<file path="src/rtl/student_circuit_multimode.sv">
// -----------------------------------------------------------------------------
// student_circuit_multimode
//
// Streams WIDTH-bit unsigned samples and produces one registered result per
// accepted sample (latency 1) in one of four modes:
//   0 PASS   - result is the sample itself
//   1 ACC    - running sum mod 2^WIDTH, restarts from 0 on a mode change
//   2 MAX    - running unsigned maximum, restarts from the sample on a mode change
//   3 WINDOW - sum mod 2^WIDTH of the last DEPTH samples (empty slots are 0)
// The window history advances on every accepted sample whatever the mode, so
// switching into WINDOW immediately reports the sum of the recent samples.
//
// Ports
//   clk          rising-edge clock
//   clear_n      asynchronous active-low reset
//   flush        synchronous clear of all state (wins over in_valid)
//   in_valid     cct_input/mode are accepted on this edge when 1
//   mode         operating mode, sampled with in_valid
//   cct_input    unsigned sample
//   cct_output   registered result, holds between samples
//   out_valid    1-cycle pulse: cct_output updated this cycle
//   ovf          sticky overflow of the ACC or WINDOW sum
//   window_full  DEPTH samples accepted since reset/flush
//
// Handshake: there is no backpressure. A sample is accepted on every rising
// edge where in_valid=1 and flush=0; out_valid pulses for exactly one cycle
// after each accepted sample and is 0 otherwise.
// -----------------------------------------------------------------------------
module student_circuit_multimode #(
  parameter int WIDTH = 8,
  parameter int DEPTH = 4
) (
  input  logic             clk,
  input  logic             clear_n,
  input  logic             flush,
  input  logic             in_valid,
  input  logic [1:0]       mode,
  input  logic [WIDTH-1:0] cct_input,
  output logic [WIDTH-1:0] cct_output,
  output logic             out_valid,
  output logic             ovf,
  output logic             window_full
);

  // The true window sum of DEPTH samples fits in WIDTH+clog2(DEPTH) bits, so
  // the sum is kept at that width; its low WIDTH bits are the reported sum and
  // any upper bit set means the window has overflowed.
  localparam int SW = WIDTH + $clog2(DEPTH);
  localparam int FW = $clog2(DEPTH + 1);

  localparam logic [1:0] MODE_PASS   = 2'd0;
  localparam logic [1:0] MODE_ACC    = 2'd1;
  localparam logic [1:0] MODE_MAX    = 2'd2;
  localparam logic [1:0] MODE_WINDOW = 2'd3;

  typedef enum logic [1:0] {
    FILL_EMPTY   = 2'd0,
    FILL_FILLING = 2'd1,
    FILL_FULL    = 2'd2
  } fill_state_e;

  // State registers
  logic [1:0]       mode_q,        mode_d;
  logic [WIDTH-1:0] acc_q,         acc_d;
  logic [SW-1:0]    win_sum_q,     win_sum_d;
  logic [WIDTH-1:0] hist_q [DEPTH];
  logic [WIDTH-1:0] hist_d [DEPTH];
  logic [FW-1:0]    fill_q,        fill_d;
  fill_state_e      fill_state_q,  fill_state_d;
  logic [WIDTH-1:0] cct_output_q,  cct_output_d;
  logic             out_valid_q,   out_valid_d;
  logic             ovf_q,         ovf_d;
  logic             window_full_q, window_full_d;

  // Datapath intermediates
  logic             restart;
  logic [WIDTH-1:0] acc_base;
  logic [WIDTH:0]   acc_sum;
  logic [WIDTH-1:0] max_val;
  logic [SW-1:0]    win_sum_n;
  logic             win_ovf;

  always_comb begin
    restart   = (mode != mode_q);
    acc_base  = restart ? '0 : acc_q;
    acc_sum   = {1'b0, acc_base} + {1'b0, cct_input};
    max_val   = (restart || (cct_input > acc_q)) ? cct_input : acc_q;
    // Oldest sample drops out as the new one enters; never goes negative
    // because win_sum_q always includes hist_q[DEPTH-1].
    win_sum_n = win_sum_q + SW'(cct_input) - SW'(hist_q[DEPTH-1]);
    win_ovf   = |win_sum_n[SW-1:WIDTH];
  end

  always_comb begin
    mode_d        = mode_q;
    acc_d         = acc_q;
    win_sum_d     = win_sum_q;
    hist_d        = hist_q;
    fill_d        = fill_q;
    fill_state_d  = fill_state_q;
    cct_output_d  = cct_output_q;
    out_valid_d   = 1'b0;
    ovf_d         = ovf_q;

    if (flush) begin
      // Same state as reset; a sample offered on this edge is discarded.
      mode_d        = MODE_PASS;
      acc_d         = '0;
      win_sum_d     = '0;
      for (int i = 0; i < DEPTH; i++) hist_d[i] = '0;
      fill_d        = '0;
      fill_state_d  = FILL_EMPTY;
      cct_output_d  = '0;
      ovf_d         = 1'b0;
    end else if (in_valid) begin
      mode_d      = mode;
      out_valid_d = 1'b1;

      // Window history shifts in every mode.
      hist_d[0] = cct_input;
      for (int i = 1; i < DEPTH; i++) hist_d[i] = hist_q[i-1];
      win_sum_d = win_sum_n;

      case (mode)
        MODE_ACC: begin
          acc_d        = acc_sum[WIDTH-1:0];
          cct_output_d = acc_sum[WIDTH-1:0];
          if (acc_sum[WIDTH]) ovf_d = 1'b1;
        end
        MODE_MAX: begin
          acc_d        = max_val;
          cct_output_d = max_val;
        end
        MODE_WINDOW: begin
          cct_output_d = win_sum_n[WIDTH-1:0];
          if (win_ovf) ovf_d = 1'b1;
        end
        default: begin
          cct_output_d = cct_input;
        end
      endcase

      // Fill counter saturates at DEPTH; the FSM mirrors its coarse position.
      if (fill_q != FW'(DEPTH)) fill_d = fill_q + FW'(1);
      case (fill_state_q)
        FILL_EMPTY:   fill_state_d = FILL_FILLING;
        FILL_FILLING: fill_state_d = (fill_q == FW'(DEPTH - 1)) ? FILL_FULL : FILL_FILLING;
        FILL_FULL:    fill_state_d = FILL_FULL;
        default:      fill_state_d = FILL_EMPTY;
      endcase
    end

    // Registered from the next state so it rises together with out_valid of
    // the DEPTH-th sample.
    window_full_d = (fill_state_d == FILL_FULL);
  end

  always_ff @(posedge clk or negedge clear_n) begin
    if (!clear_n) begin
      mode_q        <= MODE_PASS;
      acc_q         <= '0;
      win_sum_q     <= '0;
      for (int i = 0; i < DEPTH; i++) hist_q[i] <= '0;
      fill_q        <= '0;
      fill_state_q  <= FILL_EMPTY;
      cct_output_q  <= '0;
      out_valid_q   <= 1'b0;
      ovf_q         <= 1'b0;
      window_full_q <= 1'b0;
    end else begin
      mode_q        <= mode_d;
      acc_q         <= acc_d;
      win_sum_q     <= win_sum_d;
      for (int i = 0; i < DEPTH; i++) hist_q[i] <= hist_d[i];
      fill_q        <= fill_d;
      fill_state_q  <= fill_state_d;
      cct_output_q  <= cct_output_d;
      out_valid_q   <= out_valid_d;
      ovf_q         <= ovf_d;
      window_full_q <= window_full_d;
    end
  end

  assign cct_output  = cct_output_q;
  assign out_valid   = out_valid_q;
  assign ovf         = ovf_q;
  assign window_full = window_full_q;

endmodule

</file>
<file path="config.mk">
export PLATFORM = sky130hd
export DESIGN_NAME = student_circuit_multimode
export DESIGN_NICKNAME = d
export VERILOG_FILES = /design/src/rtl/student_circuit_multimode.sv
export SDC_FILE = /design/constraint.sdc
export NUM_CORES = 1
export LEC_CHECK = 0
export CAP_MARGIN = 20
export CORE_UTILIZATION = 55
export DETAILED_ROUTE_END_ITERATION = 12
export PLACE_DENSITY = 0.82
export SETUP_SLACK_MARGIN = 0.5
export SKIP_LAST_GASP = 1
export SYNTH_ARGS = -nofsm -noshare
export SYNTH_HDL_FRONTEND = slang
export SYNTH_SLANG_ARGS = --single-unit
</file>
<file path="constraint.sdc">
create_clock -name clk -period 3.1 [get_ports clk]
set_input_delay 0.31 -clock clk [delete_from_list [all_inputs] [get_ports clk]]
set_output_delay 0.31 -clock clk [all_outputs]
set_load 0.03 [all_outputs]
</file>
==> flow_summary.json <==
{
  "synthTopCellsByCount": "dfrtp_1, nor2_1, mux2i_1, inv_1, ha_1",
  "io_pins": 25,
  "period_needed_ps": 2640,
  "antenna_found_initial": 0,
  "crit_type": "reg2reg",
  "core_area_um2": 7730,
  "hold_viol": 0,
  "max_cap_violations": 0,
  "slew_violations": 0,
  "leakage_nw": 2.54,
  "required_ps": 3330,
  "wl_met2_um": 4840,
  "cts_tree": "yes",
  "dr.pass1.iters": 5,
  "track_usage_pct": 26.0,
  "grt_overflow": 0,
  "crit_chain": "xor2_4, buf_4, buf_4, nor3_4, ha_4, o21ai_0, nand2b_1, a31oi_1, xor2_1, mux2i_1, a32oi_1, o211ai_1",
  "syn-num-nets": 505,
  "num_vias": 3486,
  "cp_slowest_stage_delay_ps": 440,
  "yosys_warnings": 0,
  "drive_gt1_share_pct": 17.7,
  "ir_drop_mv": 0.436,
  "grt_pass1_wl_um": 16800,
  "crit_fanout": 5,
  "wl_per_cell_um": 16.5,
  "fin_hold_ws_ps": 33.8,
  "dieHeight_um": 91.2,
  "cp-end-kind": "flop",
  "synth_top_area_share_pct": 38.9,
  "wl_met3_um": 679,
  "dpl.hpwl_um": 6970,
  "cp-startpoint": "mode_q[0]",
  "ys.flop_type": "dfrtp_1",
  "cts.sinks": 68,
  "setup_viol_count_final": 0,
  "cp.arrival_ps": 2870,
  "first_global_vias": 3509,
  "outcome": "complete, no violations",
  "cts_made_buffers": 9,
  "clkTransAtPathRegs_ps": 70,
  "hold_buffers": 0,
  "rows": 32,
  "ys_types": 48,
  "diodes": 0,
  "drt_iter0_drc": 293,
  "p_per_area_nw_per_um2": 536,
  "routed_wl_um": 10000,
  "ys_seq_area_share_pct": 38.9,
  "design_area_um2": 5230,
  "h-tree-depth": 3,
  "cp_common_cell": "buf_4",
  "placed_cell_area_um2": 4840,
  "slowest_stage": "dfrtp_2",
  "root_buffer": "clkbuf_8",
  "max_freq_mhz": 379,
  "fin_nets": 552,
  "gp_congestion": 0.899,
  "clock_latency_ps": 350,
  "drc": 0,
  "min_path_type": "in2async",
  "yosys_register_bits": 68,
  "portBuffers": 24,
  "min_period_over_period_pct": 85.1,
  "die-area_um2": 8320,
  "syn_to_final_growth_pct": 19.3,
  "synth_most_common_cell": "dfrtp_1",
  "die_w_um": 91.2,
  "fill_cells": 602,
  "avgSynthCellArea_um2": 9.67,
  "initial_core_util_pct": 56.7,
  "cts_max_path_buffers": 2,
  "r2r-start": "mode_q[0]",
  "relSlewSlack_pct": 42.8,
  "synth_area_um2": 4380,
  "synth_edf_count": 0,
  "start_kind": "flop",
  "synthCells": 453,
  "worst_pin_slew_ps": 858,
  "rsz0062_at_grt": "true",
  "drtAntennaViolNets": 0,
  "routed_via_density": 5.75,
  "skew_ps": 8.70,
  "ys_top_cells_by_area": "dfrtp_1, mux2i_1, ha_1, nor2_1, fa_1",
  "tns_ps": 0,
  "ys_async_sr_fraction_pct": 100,
  "grt_start_max_net_pins": 64,
  "synth_largest_area_cell": "dfrtp_1",
  "drt-met1-wl_um": 4230,
  "highest_layer": "met4"
}
## cell families after synthesis
group | count (synthesis) | share of synthesized area [%]
compound gates | 82 | 13.3
xor+xnor | 19 | 4.14
fa+ha+maj | 38 | 12.4
buf+inv | 67 | 6.09
flops | 68 | 38.9
mux | 53 | 12.1
simple gates | 126 | 13.1
## power by group
part,internal [mW],switching [mW],total (mW)
clock network,0.281,0.323,0.604
logic,0.523,0.650,1.17
registers,0.965,0.0568,1.02
total,1.77,1.03,2.80
## through the flow
stage               instances  total power [mW]  setup WS (ps)  utilization [%]
CTS                       603              2.77            498             66.3
finish                    606              2.80            460             67.6
global placement          583              2.05           6.07             62.6
floorplan                 453              1.77            514                -
detailed placement        583              2.08           -116             62.6
global route              606              2.98            315             67.6
## final timing paths
check	end	slack, ps	depth (start not counted)
worst max-delay path	cct_output[7]	460	12
min in group clk	out_valid	200	2
worst max register to register	cct_output[7]	460	12
worst min register to register	acc_q[6]	520	1
max in group asynchronous	win_sum_q[8]	2220	2
worst min-delay path	hist_q[30]	30	1
## critical path, delay by kind of cell (launching register included)
kind	cells	cell delay [ps]
compound gates	4	730
xor+xnor	2	400
fa+ha+maj	1	240
buf+inv	2	300
flops	1	440
mux	1	110
simple gates	2	300
## layout make-up
class                           instances  area (um^2)  area share, %
Clock buffer                           10          128           2.44
Clock inverter                          5         30.0          0.575
Inverter                               47          176           3.38
Multi-Input combinational cell        318         2600           49.8
Sequential cell                        68         1700           32.6
Tap cell                              102          128           2.44
Timing Repair Buffer                   56          458           8.76
## cells in the final DEF (no fill, tap or decap), types with 3 or more instances in the layout
cell type,instances
a211oi_1,3
a21o_1,7
a21oi_1,17
a21oi_2,5
a221o_1,8
a31oi_1,6
and3_1,3
buf_2,3
buf_4,32
clkbuf_8,9
clkdlybuf4s50_1,15
clkinv_2,3
dfrtp_1,66
dlygate4sd2_1,6
fa_1,7
ha_1,21
ha_2,3
ha_4,5
inv_1,45
mux2i_1,53
nand2_1,15
nand3_1,8
nand4_1,3
nor2_1,65
nor2b_1,8
nor3_1,6
nor3_2,3
o211ai_1,6
o21ai_0,10
xnor2_1,7
xor2_1,8
## flip-flops by register name, summed over array words and instances (netlist names)
name,flops
cct_output,8
out_valid,1
fill_state_q,2
ovf,1
mode_q,2
window_full,1
win_sum_q,10
hist_q,32
fill_q,3
acc_q,8
## timing repair
item,CTS,global route
endpoints found under the setup margin,15,10
gates resized for setup,25,19
pin swaps,27,24
buffers inserted,5,3
gates cloned,0,0
## routing by layer
metal / up-vias / track usage, %
li1: 1655 / -
met1: 1663 / 34.1
met2: 141 / 42.7
met3: 27 / 5.61
met4: 0 / 9.13
met5: - / 0
No activity file was read; power rests on OpenSTA's default activity.
